File: src/rtl/three_ones_framer_tx.sv
// rtl/three_ones_framer_tx.sv - marker/separator/bit-stuffed serial framer; optional parity bit via PARITY_EN
module three_ones_framer_tx #(
  parameter int DATA_W = 8
) (
  input  logic              clk,
  input  logic              rst,
  input  logic [DATA_W-1:0] data_in,
  input  logic              data_valid,
  output logic              data_ready,
  output logic              a_out,
  output logic              frame_active,
  output logic              stuff_bit
);

  localparam int CW = $clog2(DATA_W + 1);

`ifdef PARITY_EN
  typedef enum logic [2:0] {IDLE, MARK, SEP, DATA, STUFF, PAR} state_t;
`else
  typedef enum logic [2:0] {IDLE, MARK, SEP, DATA, STUFF} state_t;
`endif

  state_t            state;
  logic [DATA_W-1:0] shreg;
  logic [CW-1:0]     bit_cnt;
  logic [1:0]        run_cnt;
  logic [1:0]        mark_cnt;
`ifdef PARITY_EN
  logic              par_bit;
  logic              par_done;
`endif

  logic msb;
  assign msb        = shreg[DATA_W-1];
  assign data_ready = (state == IDLE);

  // Outputs are registered alongside the state, so each state describes the bit currently on a_out.
  always_ff @(posedge clk or negedge rst) begin
    if (!rst) begin
      state        <= IDLE;
      shreg        <= '0;
      bit_cnt      <= '0;
      run_cnt      <= '0;
      mark_cnt     <= '0;
      a_out        <= 1'b0;
      frame_active <= 1'b0;
      stuff_bit    <= 1'b0;
`ifdef PARITY_EN
      par_bit      <= 1'b0;
      par_done     <= 1'b0;
`endif
    end else begin
      case (state)
        IDLE: begin
          a_out        <= 1'b0;
          frame_active <= 1'b0;
          stuff_bit    <= 1'b0;
          if (data_valid) begin
            shreg        <= data_in;
            bit_cnt      <= CW'(DATA_W);
            run_cnt      <= '0;
            mark_cnt     <= '0;
            state        <= MARK;
            a_out        <= 1'b1;
            frame_active <= 1'b1;
`ifdef PARITY_EN
            par_bit      <= ^data_in;
            par_done     <= 1'b0;
`endif
          end
        end
        MARK: begin
          if (mark_cnt == 2'd2) begin
            mark_cnt <= '0;
            run_cnt  <= '0;
            a_out    <= 1'b0;
            state    <= SEP;
          end else begin
            mark_cnt <= mark_cnt + 2'd1;
            a_out    <= 1'b1;
          end
        end
        SEP, DATA, STUFF: begin
          stuff_bit <= 1'b0;
          // A completed run of two ones wins over every other exit, including the last data bit.
          if (state == DATA && run_cnt == 2'd2) begin
            state     <= STUFF;
            a_out     <= 1'b0;
            stuff_bit <= 1'b1;
            run_cnt   <= '0;
          end else if (bit_cnt != '0) begin
            state   <= DATA;
            a_out   <= msb;
            shreg   <= shreg << 1;
            bit_cnt <= bit_cnt - CW'(1);
            run_cnt <= msb ? run_cnt + 2'd1 : 2'd0;
          end else begin
`ifdef PARITY_EN
            if (!par_done) begin
              state    <= PAR;
              a_out    <= par_bit;
              par_done <= 1'b1;
              run_cnt  <= par_bit ? run_cnt + 2'd1 : 2'd0;
            end else begin
              state        <= IDLE;
              a_out        <= 1'b0;
              frame_active <= 1'b0;
            end
`else
            state        <= IDLE;
            a_out        <= 1'b0;
            frame_active <= 1'b0;
`endif
          end
        end
`ifdef PARITY_EN
        PAR: begin
          if (run_cnt == 2'd2) begin
            state     <= STUFF;
            a_out     <= 1'b0;
            stuff_bit <= 1'b1;
            run_cnt   <= '0;
          end else begin
            state        <= IDLE;
            a_out        <= 1'b0;
            frame_active <= 1'b0;
          end
        end
`endif
        default: begin
          state        <= IDLE;
          a_out        <= 1'b0;
          frame_active <= 1'b0;
          stuff_bit    <= 1'b0;
        end
      endcase
    end
  end

endmodule
File: config.mk
export PLATFORM = sky130hd
export DESIGN_NAME = three_ones_framer_tx
export DESIGN_NICKNAME = d
export VERILOG_FILES = /design/src/rtl/three_ones_framer_tx.sv
export SDC_FILE = /design/constraint.sdc
export NUM_CORES = 1
export LEC_CHECK = 0
export ABC_AREA = 1
export CAP_MARGIN = 20
export CORE_UTILIZATION = 55
export CTS_CLUSTER_DIAMETER = 200
export CTS_CLUSTER_SIZE = 16
export DETAILED_ROUTE_END_ITERATION = 10
export PLACE_DENSITY = 0.76
export SYNTH_ARGS = -nofsm -noshare
export SYNTH_HDL_FRONTEND = slang
export SYNTH_SLANG_ARGS = --single-unit
File: constraint.sdc
create_clock -name clk -period 4.1 [get_ports clk]
set_clock_uncertainty 0.05 [all_clocks]
set_input_delay 0.615 -clock clk [delete_from_list [all_inputs] [get_ports clk]]
set_output_delay 0.615 -clock clk [all_outputs]
set_load 0.02 [all_outputs]
==> results.toml <==
[clock_network]
cts_tree = "done"
htree_num_levels = 1
clock_insertion_delay_worst_skew_ns = 0.31
tritoncts_num_sinks = 22
clock_path_buffers = 2
root_buffer = "clkbuf_4"
cts_resized = 0
postCtsHoldBufs = 0
clk_pin_slew_ns = 0.11
buffers_inserted_by_post_cts_timing_repair = 0
tritoncts.num_buffers = 3

[sta]
fmaxAchievable_ghz = 0.400
final-setup-viol-count = 0
slew_violations = 0
tns_ns = 0
relative_slew_slack_pct = 66.9
hold_violations = 0
share_of_the_clock_period_used_by_the_worst_path_pct = 61.1
worst_slew_pin_slew_ns = 0.495
min_period_ns = 2.50
worst_slack_ns = 1.60
rsz0062_at_grt = "false"

[route]
routed-via-count = 1024
route.final.wire_length_um = 2350
violation_count_after_the_first_detailed_route_iteration = 16
route.top_layer_used = "met4"
wirelength_met1_um = 1100
vias_per_cell = 5.02
ant_nets = 0
length_of_the_first_detailed_routing_pass_in_iterations = 4
met3_length_um = 65
route.detailed.wl_per_inst_um = 11.5
remaining_drc_errors = 0
route.met2.wl_um = 1170

[synthesis]
synthesis.area_per_instance_um2 = 8.01
synth_sequential_area_ratio_pct = 43.2
count_of_mapped_cells_out_of_synthesis = 159
synth_nets = 173
netlist_area_um2 = 1270
synthDistinctLibCells = 20
ys_ff_latch = 22
ys_warn_count = 0

[floorplanning]
initial_core_util_pct = 58.1
core_region_area_um2 = 2190
die_w_um = 50.1
fp-row-count = 17
ioPinCount = 15
die_area_um2 = 2510
die_h_um = 50.1

[final_layout]
layout-area-overhead-vs-synth_pct = 16.8
layout-drive-gt1-share_pct = 17.0
fin_util_pct = 67.9
finalNetCount = 191
area.sequential_um2 = 551
antennaDiodeCount = 0
multi_input_comb_area_um2 = 627
final.fill_count = 182

[outcome]
outcome = "completed"

[global_route]
grt_max_degree = 23
groute.usage.overall_pct = 22.3
grt_pass1_vias = 1019
grt_first_pass_wirelength_um = 4180
grt-ovfl-total = 0
initial_antenna_violation_count = 0

[worst_hold_path]
path_type_of_the_worst_min_delay_path = "register to register"
hold_path_startpoint = "stuff_bit$_DFFE_PN0N_"

[critical_path]
startpoint_of_the_most_critical_setup_path = "state[1]$_DFFE_PN0P_"
worstReg2RegStart = "run_cnt[0]$_DFFE_PN0P_"
worst-path-max-fanout = 5
crit_arrival_ns = 1.84
timing.critical_path.required_ns = 3.43
cp-start-kind = "register"
timing_worst_setup_path_type = "register to primary output"
setup.worst_path.end_class = "primary output"

[pwr]
totalPowerFinal_mw = 1.09
max-vdd-ir-drop_uv = 529
power.density_cell_area_nw_per_um2 = 733
power.leakage_nw = 0.790

[place]
detailedPlacementHpwl_um = 1750
io_port_bufs = 14
pre_cts_ws_ns = 1.92
gp_congestion = 0.751

[flow_run]
max_cap_viol_count = 0
cell usage after synthesis, drive strengths merged:
| cell type | n | area, um^2 |
|---|---|---|
| inv | 19 | 71.3 |
| a21oi | 1 | 5.00 |
| dfrtp | 22 | 551 |
| nand3b | 3 | 22.5 |
| buf | 2 | 25.0 |
| nand2 | 71 | 352 |
| ha | 3 | 37.5 |
| nand4 | 1 | 6.26 |
| nand3 | 23 | 120 |
| o21ai | 2 | 10.0 |
| nor2 | 11 | 65.1 |
| xor2 | 1 | 8.76 |
metal layers:
| metal | track usage [%] | vias up |
|---|---|---|
| met5 | 0 | - |
| met4 | 11.0 | 0 |
| met3 | 4.32 | 2 |
| met2 | 35.8 | 13 |
| met1 | 28.2 | 484 |
| li1 | - | 525 |
stage by stage:
stage	instances	instance area, um^2	hold WS, ns
final	204	1490	0.437
after global routing	204	1490	0.477
after CTS	203	1460	0.439
after detailed placement	199	1420	0.410
after global placement	199	1420	0.404
after floorplan	159	1270	0.269
critical path, cell delays in order (launching register included):
cell	delay (ns)
dfrtp_1	0.43
nor2_4	0.22
nand2_1	0.20
inv_1	0.09
clkdlybuf4s50_1	0.59
layout by cell type (no fill, tap or decap):
cell type / count
nand2_2: 18
nand3_2: 1
clkbuf_4: 3
nand2_4: 1
inv_2: 1
nand2_1: 50
nand4_1: 1
clkdlybuf4s50_1: 14
a21oi_1: 1
buf_16: 1
xor2_1: 1
ha_1: 3
nand3b_1: 3
dfrtp_1: 22
clkbuf_8: 1
nor2_8: 1
nor2_1: 9
inv_1: 18
nand3_1: 22
nand2_8: 2
nor2_4: 1
o21ai_0: 2
path summary, 6_finish.rpt:
path                                           to  slack (ns)  cells after the start
max                                    data_ready        1.60                      4
min in group asynchronous  run_cnt[1]$_DFFE_PN0P_        0.48                      1
min                         stuff_bit$_DFFE_PN0N_        0.44                      2
max reg2reg                bit_cnt[1]$_DFFE_PN0P_        2.30                      8
min reg2reg                 stuff_bit$_DFFE_PN0N_        0.44                      2
max in group asynchronous    state[1]$_DFFE_PN0P_        3.13                      2
registers in the layout, summed over array words and instances, names as in the netlist:
register,count
a_out,1
bit_cnt,4
frame_active,1
mark_cnt,2
run_cnt,2
shreg,8
state,3
stuff_bit,1
where the power goes:
group	total [mW]	internal, mW	switching (mW)
combinational	0.602	0.224	0.378
clock	0.119	0.0542	0.0647
sequential	0.369	0.307	0.0620
cell families (layout without fill, tap and decap cells):
family | after synthesis | after routing | synth area share, %
AOI/OAI and AO/OA | 3 | 3 | 1.18
xor gates and xnor gates | 1 | 1 | 0.688
adders and majority gates | 3 | 3 | 2.95
buffers and inverters | 21 | 38 | 7.56
DFF | 22 | 22 | 43.2
and+or+nand+nor | 109 | 109 | 44.4
area by class of cell:
class                      instances  area share [%]
tap                               28            2.35
inverter                          19            4.79
clock buffer                       4            2.44
multi-input combinational        116            42.1
timing repair buffer              15            11.3
sequential                        22            37.0
(Power assumes the default switching activity.)
==> RTL change 1 (same flow settings) <==
Make the reset (`rst`) synchronous in one clocked block.
--- a/src/rtl/three_ones_framer_tx.sv
+++ b/src/rtl/three_ones_framer_tx.sv
@@ -35,7 +35,7 @@
   assign data_ready = (state == IDLE);
 
   // Outputs are registered alongside the state, so each state describes the bit currently on a_out.
-  always_ff @(posedge clk or negedge rst) begin
+  always_ff @(posedge clk) begin
     if (!rst) begin
       state        <= IDLE;
       shreg        <= '0;
Function: differs if rst is asserted again (counterexample within 4 cycles, from zero or initial values and one cycle with rst low); with rst held inactive, the same outputs for 10 cycles.
==> RTL change 1 against the original RTL <==
  * Critical path type unchanged
  * Sequential share of layout area shrank 5.7 points
  * Sequential power shrank 22%
  * Synthesized area shrank 3.4%
  * Final area shrank 5.3%
  * Setup slack gained 0.19 ns
  * Sequential cell count is the same
  * First-iteration DRC count grew 63%
  * Routed wire length shrank 5.4%
  * Highest routed layer unchanged
  * Total power shrank 33%
==> RTL change 1: results (changes against the original RTL) <==
outcome complete, no violations; Leak Pwr 0.6471 nW (-18%); non-filler instance count after layout 217 (+6.4%); Yosys warning count 0 (unchanged); largest net degree at the start of global routing 19 (-17%); Total GRT Usage 0.2120 (-0.01065); sw power 0.2927 mW (-42%); Synth top cells by count nand2_1, nor2_1, dfxtp_1; Least-Margin Pin Slew 0.5404 ns (+0.04520 ns); Most used DFF post-synth dfxtp_1; worst IR drop on VDD 0.0003689 V (-30%); worst reg2reg path startpoint bit_cnt[0]; crit path from state[1]; R2R depth 9 (+1); top post-synthesis cells by area dfxtp_1, nand2_1, nor2_1; placed cell area 1373 um^2 (-3.6%); crit path max fanout 6 (+1); mean post-synth cell area 7.028 um^2 (-12%); vias in the first global route 1,009 (-0.98%); wire length after detailed routing 2225 um (-5.4%); ys async rst share 0 (-1.000); sequential area share after synthesis 0.3581 (-0.07413); 1st-iter DRT viols 26 (+10); DP Wirelength 1698 um (-3.2%); RD Place Congestion 0.8939 (+19%); post-placement cell count 213 (+7.0%); worst hold start frame_active; htree depth 1 (unchanged); Crit path max-delay family buffers and inverters; Vias 1,108 (+8.2%); layout cells sized above 1 0.1474 (-0.02309); Synth cell types 27 (+35%); Post-Syn Nets 189 (+9.2%); CP max stage delay 0.62 ns (+0.03 ns); # diodes 0 (unchanged); Arr. time, crit path 1.65 ns (-0.19 ns); post-CTS sizing 0 (unchanged); global-route wire length before repair 4029 um (-3.6%); biggest registers after layout shreg: 8 flops, bit_cnt: 4 flops, state: 3 flops
==> RTL change 1: cell types whose count changed in the layout (fill, tap and decap cells not counted), moves of 8 or more <==
cell     change
nor2_2       +9
nand2_2     -17
dfrtp_1     -22
dfxtp_1     +22
nor2_1      +15
a21oi_1      +8
nand3_1      -9
==> RTL change 1: cell type report <==
type,count,area [um^2]
Clock buffer,4,36.28
Fill cell,182,613.1
Inverter,23,90.09
Multi-Input combinational cell,127,668.1
Sequential cell,22,440.4
Tap cell,27,33.78
Timing Repair Buffer,14,140.1
==> RTL change 1: layer usage <==
layer  global-route usage  vias up  wire, um
met1               0.2538      496      1038
met2               0.3653       33      1064
met3              0.03738        2       105
li1                     -      577         -
met5                    0        -         0
met4              0.09314        0        16
==> RTL change 1: power by group through the flow <==
stage / combinational [mW] / sequential (mW) / clock, mW
final: 0.319 / 0.288 / 0.118
after global routing: 0.369 / 0.294 / 0.129
after CTS: 0.321 / 0.288 / 0.120
after detailed placement: 0.320 / 0.293 / 0
after global placement: 0.310 / 0.291 / 0
after floorplan: 0.266 / 0.293 / 0
==> RTL change 1: worst min-delay path: cells and delay by family (launching register included) <==
kind	cells	cell delay, ns
DFF	1	0.33
and+or+nand+nor	1	0.06
AOI/OAI and AO/OA	1	0.05
==> RTL change 1: path summary, 6_finish.rpt <==
check,end,slack (ns)
worst min register to register,frame_active,0.42
worst max register to register,bit_cnt[3],2.54
worst max-delay path,data_ready,1.78
worst min-delay path,frame_active,0.42
==> RTL change 1: cells by family after synthesis <==
family	synth area share
adder cells (fa/ha/maj)	0.03052
flip-flops	0.3581
AO/OA/AOI/OAI	0.09257
buffers and inverters	0.09868
AND/OR/NAND/NOR	0.4130
XOR/XNOR	0.007122
==> RTL change 1: metrics by stage <==
stage          hold slack, ns  worst slack, ns
5_1_grt                0.4437            1.694
3_3_place_gp           0.4035            2.049
3_5_place_dp           0.4081            1.990
2_1_floorplan          0.3901            2.597
6_report               0.4213            1.782
4_1_cts                0.4261            1.778
==> RTL change 2 (same settings) <==
Without the edit above. The option `PARITY_EN` is turned on by a define.
--- a/src/rtl/three_ones_framer_tx.sv
+++ b/src/rtl/three_ones_framer_tx.sv
@@ -1,4 +1,6 @@
 // rtl/three_ones_framer_tx.sv - marker/separator/bit-stuffed serial framer; optional parity bit via PARITY_EN
+`define PARITY_EN
+
 module three_ones_framer_tx #(
   parameter int DATA_W = 8
 ) (
Check against the original RTL: same outputs for any inputs over 10 cycles, from zero or initial values and one cycle with rst low; that may be too few to reach the edited logic, so the function may still have changed.
==> RTL change 2 against the original RTL <==
  * Sequential cell count up 2
  * Critical path depth stayed put
  * Combinational power is 14% higher
  * Clock power decreased by 13%
  * Synthesized area is 14% higher
  * Sequential power is 14% higher
  * Final area rose by 11%
  * Total power up 11%
  * Setup slack better by 0.065 ns
  * Global-route usage rose by 2.2 points
  * Hold slack got worse by 0.031 ns
  * Routed wire length is 28% higher
==> RTL change 2: results (changes against the original RTL) <==
outcome complete, no violations; Synth top cells by count nand2_1, dfrtp_1, inv_1; Total GRT Usage 0.2446 (+0.02191); global-route wire length before repair 4974 um (+19%); RD Place Congestion 0.9032 (+20%); WL met2 1518 um (+30%); R2R depth 8 (unchanged); top post-synthesis cells by area dfrtp_1, nand2_1, inv_1; Arr. time, crit path 1.77 ns (-0.07 ns); vias in the first global route 1,233 (+21%); Min-Delay Path Depth 1 (-1); crit path max fanout 8 (+3); Synth Area in Compound Gates 0.08031 (+0.06852); WHS Endpoint bit_cnt[0]; Post-Syn Nets 230 (+33%); synthesized-area fraction occupied by adder cells 0.02591 (-0.003563); First-pass DRT Iterations 5 (+1); final hold slack 0.4059 ns (-0.03149 ns); biggest registers after layout shreg: 8 flops, bit_cnt: 4 flops, state: 3 flops; 1st-iter DRT viols 26 (+10); Most used DFF post-synth dfrtp_1; worst hold start bit_cnt[0]; post-DR vias/cell 5.215 (+3.9%); Net Sw Frac 0.4891 (+0.02599); Synth Area in XOR/XNOR 0.006045 (-0.0008313); Reg clk slew, reported paths 0.13 ns (+0.02 ns); Synth cell types 21 (+5.0%); DR WL met3 117 um (+80%); worst reg2reg path startpoint state[1]; Leak Pwr 0.9209 nW (+17%); WL met1 1312 um (+19%); layout cells sized above 1 0.06494 (-0.1055); largest net degree at the start of global routing 25 (+8.7%); htree depth 1 (unchanged); clock root cell clkbuf_4; wire length after detailed routing 3003 um (+28%)
## RTL change 2: cell families after synthesis
logic type,after synthesis
flops,24
xor+xnor,1
compound gates,20
buf+inv,27
fa+ha+maj,3
simple gates,141
## RTL change 2: power groups by stage
| stage | sequential, mW | clock, mW | combinational [mW] |
|---|---|---|---|
| after floorplan | 0.421 | 0 | 0.524 |
| after global placement | 0.417 | 0 | 0.657 |
| after detailed placement | 0.424 | 0 | 0.686 |
| after CTS | 0.419 | 0.105 | 0.688 |
| after global routing | 0.430 | 0.115 | 0.792 |
| final | 0.420 | 0.103 | 0.688 |
## RTL change 2: worst max-delay path by stage
stage	from	end	slack, ns
5_1_grt	state[1]	data_ready	1.59
3_3_place_gp	state[2]	data_ready	2.07
6_report	state[2]	data_ready	1.66
4_1_cts	state[2]	data_ready	1.67
3_5_place_dp	state[1]	data_ready	2.03
2_1_floorplan	state[1]	data_ready	2.64
## RTL change 2: layout make-up
type,instances,area [um^2]
fillers,231,833.3
multi-input cells,165,738.2
flip-flops and latches,24,600.6
repair buffers,15,155.1
inverters,24,90.09
well taps,30,37.54
clock buffers,3,22.52
## RTL change 2: worst max-delay path: cells and delay by family, from the launching register on
family,cells,cell delay (ns)
simple gates,1,0.15
flops,1,0.46
buf+inv,3,0.85
## RTL change 2: metal layers
| metal | global-route usage | vias up |
|---|---|---|
| li1 | - | 705 |
| met1 | 0.2796 | 610 |
| met2 | 0.4396 | 38 |
| met3 | 0.04023 | 8 |
| met4 | 0.1053 | 0 |
| met5 | 0 | - |
## RTL change 2: stage by stage
| stage | instances | utilization | setup slack [ns] | instance area [um^2] | total power, mW |
|---|---|---|---|---|---|
| global route | 261 | 0.6636 | 1.590 | 1644 | 1.338 |
| CTS | 260 | 0.6576 | 1.667 | 1629 | 1.211 |
| finish | 261 | 0.6636 | 1.662 | 1644 | 1.211 |
| global placement | 257 | 0.6485 | 2.073 | 1607 | 1.074 |
| detailed placement | 257 | 0.6485 | 2.034 | 1607 | 1.110 |
| floorplan | 216 | - | 2.635 | 1449 | 0.9455 |
